[config.mk]
export PLATFORM = sky130hd
export DESIGN_NAME = smbus_ioexp_int_sched_flat
export DESIGN_NICKNAME = d
export VERILOG_FILES = /design/src/rtl/smbus_ioexp_int_sched_pkg.sv /design/src/rtl/smbus_ioexp_int_sched_if.sv /design/src/rtl/smbus_ioexp_int_sched_rr_arbiter.sv /design/src/rtl/smbus_ioexp_int_sched.sv /design/src/flat_wrapper.sv
export SDC_FILE = /design/constraint.sdc
export NUM_CORES = 1
export LEC_CHECK = 0
export BUFFER_PORTS_ARGS = -buffer_cell sky130_fd_sc_hd__buf_2
export CAP_MARGIN = 20
export CORE_UTILIZATION = 50
export CTS_BUF_LIST = sky130_fd_sc_hd__clkbuf_4 sky130_fd_sc_hd__clkbuf_8
export DETAILED_ROUTE_END_ITERATION = 8
export PLACE_DENSITY = 0.67
export SYNTH_ARGS = -nofsm -noshare
export SYNTH_HDL_FRONTEND = slang
export SYNTH_SLANG_ARGS = --single-unit
[constraint.sdc]
create_clock -name iClk -period 3.83 [get_ports iClk]
set_input_delay 0.383 -clock iClk [delete_from_list [all_inputs] [get_ports iClk]]
set_output_delay 0.383 -clock iClk [all_outputs]
set_load 0.02 [all_outputs]
[src/rtl/smbus_ioexp_int_sched_pkg.sv]
// rtl/smbus_ioexp_int_sched_pkg.sv - shared types and defaults for the IO-expander interrupt scheduler
package ioexp_pkg;

  typedef enum logic [2:0] {
    ST_IDLE   = 3'd0,
    ST_ASSERT = 3'd1,
    ST_DELAY  = 3'd2,
    ST_ACK    = 3'd3,
    ST_GAP    = 3'd4
  } state_t;

  localparam logic [15:0] HOLDOFF_MS_DEF = 16'd2250;
  localparam logic [15:0] TIMEOUT_MS_DEF = 16'd0;

  // ms counters stick at all-ones instead of wrapping back to zero
  function automatic logic [15:0] sat_inc(input logic [15:0] v, input logic en);
    return (en && (v != 16'hFFFF)) ? v + 16'd1 : v;
  endfunction

endpackage

[src/rtl/smbus_ioexp_int_sched_if.sv]
// rtl/smbus_ioexp_int_sched_if.sv - request/read/ack bundle between expanders and the scheduler
interface smbus_ioexp_int_sched_if #(
  parameter int NUM_REQ = 4,
  parameter int IDXW    = 3
);
  logic [NUM_REQ-1:0] iReq;
  logic [NUM_REQ-1:0] iP0_rd;
  logic [NUM_REQ-1:0] iP1_rd;
  logic [NUM_REQ-1:0] oAck;
  logic [IDXW-1:0]    oGrant_idx;

  modport master (input iReq, iP0_rd, iP1_rd, output oAck, oGrant_idx);
  modport slave  (output iReq, iP0_rd, iP1_rd, input oAck, oGrant_idx);
endinterface

[src/rtl/smbus_ioexp_int_sched_rr_arbiter.sv]
// rtl/smbus_ioexp_int_sched_rr_arbiter.sv - combinational round-robin search from a pointer
module rr_arbiter #(
  parameter int NUM_REQ = 4,
  parameter int IDXW    = 3
) (
  input  logic [NUM_REQ-1:0] req,
  input  logic [IDXW-1:0]    ptr,
  output logic               valid,
  output logic [IDXW-1:0]    idx
);

  int pos;

  // Walk offsets high to low so the smallest offset from ptr wins
  always_comb begin
    valid = 1'b0;
    idx   = '0;
    pos   = 0;
    for (int i = NUM_REQ - 1; i >= 0; i--) begin
      pos = int'(ptr) + i;
      if (pos >= NUM_REQ) pos = pos - NUM_REQ;
      if (|(req & (NUM_REQ'(1) << pos))) begin
        valid = 1'b1;
        idx   = IDXW'(pos);
      end
    end
  end

endmodule

[src/rtl/smbus_ioexp_int_sched.sv]
// rtl/smbus_ioexp_int_sched.sv - round-robin shared INT_N scheduler for SMBus IO-expander instances
module smbus_ioexp_int_sched
  import ioexp_pkg::*;
#(
  parameter int          NUM_REQ    = 4,
  parameter int          IDXW       = 3,
  parameter logic [15:0] HOLDOFF_MS = HOLDOFF_MS_DEF,
  parameter logic [15:0] TIMEOUT_MS = TIMEOUT_MS_DEF
) (
  input  logic iClk,
  input  logic nrst,
  input  logic iClk_1ms,
  input  logic iEnable,
  input  logic iTimeout_clr,
  smbus_ioexp_int_sched_if.master bus,
  output logic oINT_N,
  output logic oBusy,
  output logic oTimeout_flag
);

  state_t             state, state_nxt;
  logic [IDXW-1:0]    grant_q, grant_nxt;
  logic [IDXW-1:0]    rr_ptr, ptr_nxt;
  logic               seen_p0, seen_p0_nxt;
  logic               seen_p1, seen_p1_nxt;
  logic [15:0]        cnt, cnt_nxt;
  logic               int_n_q;
  logic [NUM_REQ-1:0] ack_q;
  logic               tmo_q, tmo_set;
  logic               arb_valid;
  logic [IDXW-1:0]    arb_idx;
  logic [NUM_REQ-1:0] grant_oh;
  logic               p0_hit, p1_hit, req_hit;

  rr_arbiter #(.NUM_REQ(NUM_REQ), .IDXW(IDXW)) u_arb (
    .req   (bus.iReq),
    .ptr   (rr_ptr),
    .valid (arb_valid),
    .idx   (arb_idx)
  );

  assign grant_oh = NUM_REQ'(1) << grant_q;
  assign p0_hit   = |(bus.iP0_rd & grant_oh);
  assign p1_hit   = |(bus.iP1_rd & grant_oh);
  assign req_hit  = |(bus.iReq & grant_oh);

  always_comb begin
    state_nxt   = state;
    grant_nxt   = grant_q;
    ptr_nxt     = rr_ptr;
    seen_p0_nxt = seen_p0;
    seen_p1_nxt = seen_p1;
    cnt_nxt     = cnt;
    tmo_set     = 1'b0;
    case (state)
      ST_IDLE: begin
        if (iEnable && arb_valid) begin
          grant_nxt   = arb_idx;
          seen_p0_nxt = 1'b0;
          seen_p1_nxt = 1'b0;
          cnt_nxt     = '0;
          state_nxt   = ST_ASSERT;
        end
      end
      ST_ASSERT: begin
        // A withdrawn request or disable abandons the grant without acking
        if (!iEnable || !req_hit) begin
          state_nxt = ST_IDLE;
        end else if ((TIMEOUT_MS != 16'd0) && (cnt >= TIMEOUT_MS)) begin
          tmo_set   = 1'b1;
          state_nxt = ST_ACK;
        end else begin
          seen_p0_nxt = seen_p0 | p0_hit;
          seen_p1_nxt = seen_p1 | p1_hit;
          if (seen_p0_nxt && seen_p1_nxt) begin
            cnt_nxt   = '0;
            state_nxt = ST_DELAY;
          end else begin
            cnt_nxt = sat_inc(cnt, iClk_1ms);
          end
        end
      end
      ST_DELAY: begin
        if (!iEnable)                state_nxt = ST_IDLE;
        else if (cnt == HOLDOFF_MS)  state_nxt = ST_ACK;
        else                         cnt_nxt   = sat_inc(cnt, iClk_1ms);
      end
      ST_ACK: begin
        ptr_nxt   = (grant_q == IDXW'(NUM_REQ - 1)) ? '0 : grant_q + IDXW'(1);
        state_nxt = ST_GAP;
      end
      ST_GAP: begin
        if (iClk_1ms) state_nxt = ST_IDLE;
      end
      default: state_nxt = ST_IDLE;
    endcase
  end

  always_ff @(posedge iClk or negedge nrst) begin
    if (!nrst) begin
      state   <= ST_IDLE;
      grant_q <= '0;
      rr_ptr  <= '0;
      seen_p0 <= 1'b0;
      seen_p1 <= 1'b0;
      cnt     <= '0;
      int_n_q <= 1'b1;
      ack_q   <= '0;
      tmo_q   <= 1'b0;
    end else begin
      state   <= state_nxt;
      grant_q <= grant_nxt;
      rr_ptr  <= ptr_nxt;
      seen_p0 <= seen_p0_nxt;
      seen_p1 <= seen_p1_nxt;
      cnt     <= cnt_nxt;
      int_n_q <= !((state_nxt == ST_ASSERT) || (state_nxt == ST_DELAY));
      ack_q   <= (state_nxt == ST_ACK) ? (NUM_REQ'(1) << grant_nxt) : '0;
      if (tmo_set)           tmo_q <= 1'b1;
      else if (iTimeout_clr) tmo_q <= 1'b0;
    end
  end

  assign oINT_N         = int_n_q;
  assign oBusy          = (state != ST_IDLE);
  assign oTimeout_flag  = tmo_q;
  assign bus.oAck       = ack_q;
  assign bus.oGrant_idx = grant_q;

endmodule

[src/flat_wrapper.sv]
// flat-port wrapper written by rule: the top's interface ports become plain ports
module smbus_ioexp_int_sched_flat import ioexp_pkg::*;
#(
  parameter int          NUM_REQ    = 4,
  parameter int          IDXW       = 3,
  parameter logic [15:0] HOLDOFF_MS = HOLDOFF_MS_DEF,
  parameter logic [15:0] TIMEOUT_MS = TIMEOUT_MS_DEF
)
  (iClk, nrst, iClk_1ms, iEnable, iTimeout_clr, oINT_N, oBusy, oTimeout_flag, bus_iReq, bus_iP0_rd, bus_iP1_rd, bus_oAck, bus_oGrant_idx);
  smbus_ioexp_int_sched_if #(.NUM_REQ(NUM_REQ), .IDXW(IDXW)) bus_i ();
  input  logic iClk;
  input  logic nrst;
  input  logic iClk_1ms;
  input  logic iEnable;
  input  logic iTimeout_clr;
  output logic oINT_N;
  output logic oBusy;
  output logic oTimeout_flag;
  input wire logic [$bits(bus_i.iReq)-1:0] bus_iReq;
  input wire logic [$bits(bus_i.iP0_rd)-1:0] bus_iP0_rd;
  input wire logic [$bits(bus_i.iP1_rd)-1:0] bus_iP1_rd;
  output wire logic [$bits(bus_i.oAck)-1:0] bus_oAck;
  output wire logic [$bits(bus_i.oGrant_idx)-1:0] bus_oGrant_idx;
  assign bus_i.iReq = bus_iReq;
  assign bus_i.iP0_rd = bus_iP0_rd;
  assign bus_i.iP1_rd = bus_iP1_rd;
  assign bus_oAck = bus_i.oAck;
  assign bus_oGrant_idx = bus_i.oGrant_idx;
  smbus_ioexp_int_sched #(.NUM_REQ(NUM_REQ), .IDXW(IDXW), .HOLDOFF_MS(HOLDOFF_MS), .TIMEOUT_MS(TIMEOUT_MS)) u_core (.iClk(iClk), .nrst(nrst), .iClk_1ms(iClk_1ms), .iEnable(iEnable), .iTimeout_clr(iTimeout_clr), .bus(bus_i), .oINT_N(oINT_N), .oBusy(oBusy), .oTimeout_flag(oTimeout_flag));
endmodule
## Yosys cells after proc, flatten, opt, wreduce, memory -nomap -nowiden

Cells that the tools add are included.

- Logic and storage cells: 106
- Register bits: 32
- Input bits: 17
- Output and inout bits: 10

- Bitwise logic cells: 9
- Add/sub/neg operators: 9
- Shift operators: 6
- $lt $le $gt $ge: 4
- Eq/ne operators: 14
- Muxes and demuxes: 35
- Reduce and logical (&&, ||, !) cells: 21

Operator list:

| operator | count |
|---|---|
| $mux W32 | 4 |
| $shl A1 B32 Y4 const A | 4 |
| $mux W16 | 6 |
| $pmux W16 S3 | 1 |
| $mux W3 | 13 |
| $ge A32 B4 Y1 const B | 1 |
| $sub A32 B4 Y32 const B | 1 |
| $and A4 B4 Y4 | 7 |
| $reduce_or A4 Y1 | 7 |
| $add A16 B1 Y16 const B | 1 |
| $eq A16 B12 Y1 const B | 1 |
| $ne A16 B16 Y1 const B | 1 |
| $eq A3 B2 Y1 const B | 5 |
| $pmux W3 S5 | 1 |
| $sub A4 B3 Y5 const B | 2 |
| $add A3 B2 Y4 const B | 2 |
| $ge A4 B3 Y1 const B | 2 |
| $shl A1 B3 Y4 const A | 2 |
| $mux W1 | 7 |
| $eq A3 B1 Y1 const B | 2 |
| $ne A2 B2 Y1 const B | 3 |
| $reduce_bool A3 Y1 | 2 |
| $reduce_and A5 Y1 | 1 |
| $add A3 B1 Y4 const B | 1 |
| other kinds (14) | 21 |

## Logic depth before layout (Yosys ltp)

- Depth in word-level cells: 16
- Mapped depth: 12
- Depth with buffers taken out: 8

## Hierarchy

Synthesis repeated with hierarchy kept, for this count alone.

- Cell total of the unflattened synthesis: 236
- Area, all modules: 2230.9 um^2

Modules (own cells, without submodules):

| module | cells an instance | area each (um^2) | instances | sequential area each (um^2) |
|---|---|---|---|---|
| smbus_ioexp_int_sched | 185 | 1821.7 | 1 | 802.0 |
| rr_arbiter | 51 | 409.1 | 1 | 0.0 |

## Worst setup path before layout

No wires, ideal clock.

- Path kind: register to register
- Start: register u_core.rr_ptr[1]
- End: register u_core.ack_q[3] (netlist: u_core.bus.oAck[3])
- Slack: 1.103 ns
- Stages on the path, launching flop included: 11
- Path buffers: 2
- Arrival time: 2.647 ns
- Period minus slack after synthesis: 2.727 ns
- Setup time: 0.080 ns
- Required time: 3.750 ns
- Cells stage by stage: dfrtp_1 > buf_2 > inv_1 > ha_1 > mux2_2 > a31oi_2 > a311o_1 > buf_6 > mux2_4 > or2_1 > nor3b_2

- Cells in the longest elaborated chain, start to end: 15
- Elaborated cells on any way between the ends: 43
- Classes of those cells: add/sub: 7; order compare: 4; eq/ne: 1; shift: 5; mux: 17; bitwise: 4; reduce/logical: 5

RTL lines:

| element | RTL line | source |
|---|---|---|
| start, declared | smbus_ioexp_int_sched.sv:23 | `logic [IDXW-1:0] rr_ptr, ptr_nxt;` |
| start signal, assigned | smbus_ioexp_int_sched.sv:113 | `rr_ptr <= ptr_nxt;` |
| $add A3 B2 Y4 | smbus_ioexp_int_sched_rr_arbiter.sv:20 | `pos = int'(ptr) + i;` |
| $sub A32 B4 Y32 or $ge A32 B4 Y1 (tied branches) | smbus_ioexp_int_sched_rr_arbiter.sv:21 | `if (pos >= NUM_REQ) pos = pos - NUM_REQ;` |
| $mux W32 | smbus_ioexp_int_sched_rr_arbiter.sv:21 |  |
| $shl A1 B32 Y4 | smbus_ioexp_int_sched_rr_arbiter.sv:22 | `if (\|(req & (NUM_REQ'(1) << pos))) begin` |
| $and A4 B4 Y4 | smbus_ioexp_int_sched_rr_arbiter.sv:22 |  |
| $reduce_or A4 Y1 | smbus_ioexp_int_sched_rr_arbiter.sv:22 |  |
| $mux W1 (4 in a row) | smbus_ioexp_int_sched_rr_arbiter.sv:22 |  |
| $logic_and A1 B1 Y1 | smbus_ioexp_int_sched.sv:57 | `if (iEnable && arb_valid) begin` |
| $mux W3 (*) | smbus_ioexp_int_sched.sv:57 |  |
| $mux W3 (*) | smbus_ioexp_int_sched.sv:55 | `case (state)` |
| via u_core.grant_nxt[2] | smbus_ioexp_int_sched.sv:22 | `logic [IDXW-1:0] grant_q, grant_nxt;` |
| $shl A1 B3 Y4 (*) | smbus_ioexp_int_sched.sv:118 | `ack_q <= (state_nxt == ST_ACK) ? (NUM_REQ'(1) << grant_nxt) : '0;` |
| $mux W4 (*) | smbus_ioexp_int_sched.sv:118 |  |
| end signal, assigned | smbus_ioexp_int_sched.sv:118 |  |
| end, declared | smbus_ioexp_int_sched.sv:28 | `logic [NUM_REQ-1:0] ack_q;` |

Mark *: on every way through the listed nets, which the timed path passes. The rest lies on a longest branch.
A chain may end at the register's enable or synchronous reset.

## Final worst setup path

- Start: register u_core.rr_ptr[0]
- End: register u_core.ack_q[3] (netlist: u_core.bus.oAck[3])

Same word-level chain as after synthesis.

==> results.toml <==
[outcome]
status = "complete, no violations"

[detailed_routing]
antenna_left = 0
num_vias = 1793
routedWlPerCell_um = 15.53
routed_wl_um = 4612
drt-initial-drc-count = 98
remaining_drc_errors = 0
drtPass1Iterations = 4
vias_per_cell = 6.037

[clock_network]
clk_pin_slew_ns = 0.07
htreeDepth = 2
postCtsSetupBuffers = 0
cts.sinks = 32
cts_tree = "done"
clk_latency_ns = 0.28
cts_buffers = 5
post_cts_resize_count = 0
cts_hold_buf = 0
root_buffer = "clkbuf_8"
cts_buffer_depth = 2

[floorplanning]
rows = 23
start_util_pct = 53.88
coreArea_mm2 = 0.004115
dieArea_mm2 = 0.004705
die-width_um = 68.59
die_h_um = 68.59
ios = 27

[worst_setup_path]
reg2regPathDepth = 8
rrSetupSlack_ns = 0.59
end_kind = "register"
worstReg2RegEnd = "u_core.bus.oAck[3]$_DFF_PN0_"
crit_path_max_fanout = 11
crit_required_ns = 4.04
timing.rr.start = "u_core.rr_ptr[0]$_DFFE_PN0N_"
setup.worst_path.end = "u_core.bus.oAck[3]$_DFF_PN0_"
crit_arrival_ns = 3.45
critical_path_class = "register to register"
cp-startpoint = "u_core.rr_ptr[0]$_DFFE_PN0N_"
crit_path_start_kind = "register"

[synth]
ys.flop_type = "dfrtp_1"
yosys.area_share.simple_pct = 19.98
synthMuxAreaShare_pct = 6.433
synth_compound_area_share_pct = 22.86
avgSynthCellArea_um2 = 9.898
synth_cell_type_count = 62
ys_warn_count = 0
syn_nets = 250
async_flop_share_pct = 100.0
synth_top_area_share_pct = 34.99
yosys.area_share.xor_xnor_pct = 3.950
synth.cell_area_mm2 = 0.002217
yosysTopAreaCell = "dfrtp_1"
synthAdderAreaFrac_pct = 5.079
synth_most_common_cell = "dfrtp_1"
seq_area_frac_synth_pct = 36.17
synth_edf_count = 0
syn_inst = 224
ys_ff_latch = 32
synth_area_leaders = "dfrtp_1 35%, ha_1 5.1%, xnor2_1 4.0%"
synth_commonest_cells = "31 x dfrtp_1, 18 x nor2_1, 11 x a21oi_1"
synth_top_family_by_area = "compound AO/OA/AOI/OAI gates"

[layout]
fin_nets = 272
regArea_um2 = 802.0
multi_input_area_mm2 = 0.001296
fillerInstances = 363
n_antenna_cell = 0
drive_gt1_share_pct = 23.08
design_area_mm2 = 0.002414
syn2layout_area_growth_pct = 8.860

[global_route]
grt_pass1_wl_um = 7258
grt_pass1_vias = 1579
antenna_found_initial = 0
grt-ovfl-total = 0
track_usage_pct = 21.13
grt_max_degree = 33

[sta]
setup-violations-final = 0
fin_setup_tns_ns = 0
hold_violations = 0
max-slew-margin-rel_pct = 42.72
skew_ns = 0.008452
worst_slack_ns = 0.5895
rsz0062_at_grt = "false"
tightest_slew_ns = 0.8502
slew_viol_final = 0
period_share_pct = 84.61
achievable-frequency_mhz = 308.6
whs_ns = 0.1550
timing.final.crit_period_ns = 3.241

[place]
placed_area_mm2 = 0.002326
io_buffers = 24
gp_congestion = 0.8370
pre_cts_slack_ns = 0.6033
hpwl_um = 3346

[flow_run]
cap_violations = 0

[power]
power_mw = 1.327
ir_drop_v = 0.0002459
p_leak_nw = 1.031
power_density_mw_per_mm2 = 550.0

[worst_hold_path]
min_path_type = "primary input to async pin"
-- sequential cells by signal, summed over array words and instances, names as in the netlist --
signal,flops
u_core.bus.oAck,4
u_core.bus.oGrant_idx,3
u_core.cnt,16
u_core.oINT_N,1
u_core.rr_ptr,3
u_core.seen_p0,1
u_core.seen_p1,1
u_core.state,3
-- logic make-up (layout without fill, tap and decap cells) --
family          Yosys count  after routing
simple gates             78             78
compound gates           63             63
flops                    32             32
buf+inv                  19             42
mux                      12             12
xor+xnor                 10             10
fa+ha+maj                 9              9
other cells               1              1
-- per-stage QoR --
| step | utilization [%] | std cells |
|---|---|---|
| floorplan | - | 224 |
| global placement | 56.52 | 289 |
| detailed placement | 56.52 | 289 |
| CTS | 58.65 | 297 |
| global route | 58.65 | 297 |
| finish | 58.65 | 297 |
-- worst min path at each step --
| stage | from | endpoint | depth (start not counted) |
|---|---|---|---|
| 2_1_floorplan | nrst | u_core.bus.oAck[0]$_DFF_PN0_ | 0 |
| 3_3_place_gp | nrst | u_core.rr_ptr[0]$_DFFE_PN0N_ | 1 |
| 3_5_place_dp | nrst | u_core.rr_ptr[0]$_DFFE_PN0N_ | 1 |
| 4_1_cts | nrst | u_core.cnt[3]$_DFFE_PN0P_ | 1 |
| 5_1_grt | nrst | u_core.cnt[8]$_DFFE_PN0P_ | 1 |
| 6_report | nrst | u_core.cnt[1]$_DFFE_PN0P_ | 1 |
-- area by class of cell --
cell class	instances	share of cell area (%)
clock buffers	5	2.851
flip-flops and latches	32	33.23
clock inverters	3	0.7776
inverters	8	1.244
multi-input cells	173	53.71
well taps	50	2.592
repair buffers	26	5.599
-- worst max-delay path: stages, from the launching register on --
cell and delay [ns]:
dfrtp_1 0.58, inv_1 0.17, ha_1 0.41, mux2_2 0.36, a31oi_2 0.35, a311o_1 0.53
mux2_4 0.35, or2_1 0.23, nor3b_2 0.17
-- placed cells by master, fill, tap and decap left out, drive strengths merged, types with 7 or more instances in the layout --
cell type / count
inv: 8
ha: 9
nor2: 20
dfrtp: 31
a21oi: 12
xnor2: 10
nand2: 10
o21ai: 8
a22oi: 7
buf: 26
nand3: 7
-- per-layer routing --
metal / share of wire [%] / vias to the layer above / track usage (%)
met4: 0.91 / 0 / 7.292
li1: - / 874 / -
met2: 48 / 44 / 36.03
met3: 4.0 / 5 / 4.112
met1: 47 / 870 / 26.46
met5: 0 / - / 0
-- power breakdown --
part	leakage [nW]	total (mW)	switching [mW]	internal, mW
combinational	0.548	0.609	0.364	0.246
clock	0.0479	0.252	0.125	0.126
sequential	0.435	0.467	0.0732	0.393
total	1.03	1.33	0.562	0.765
Note: power is estimated with default switching activity, not from simulation.
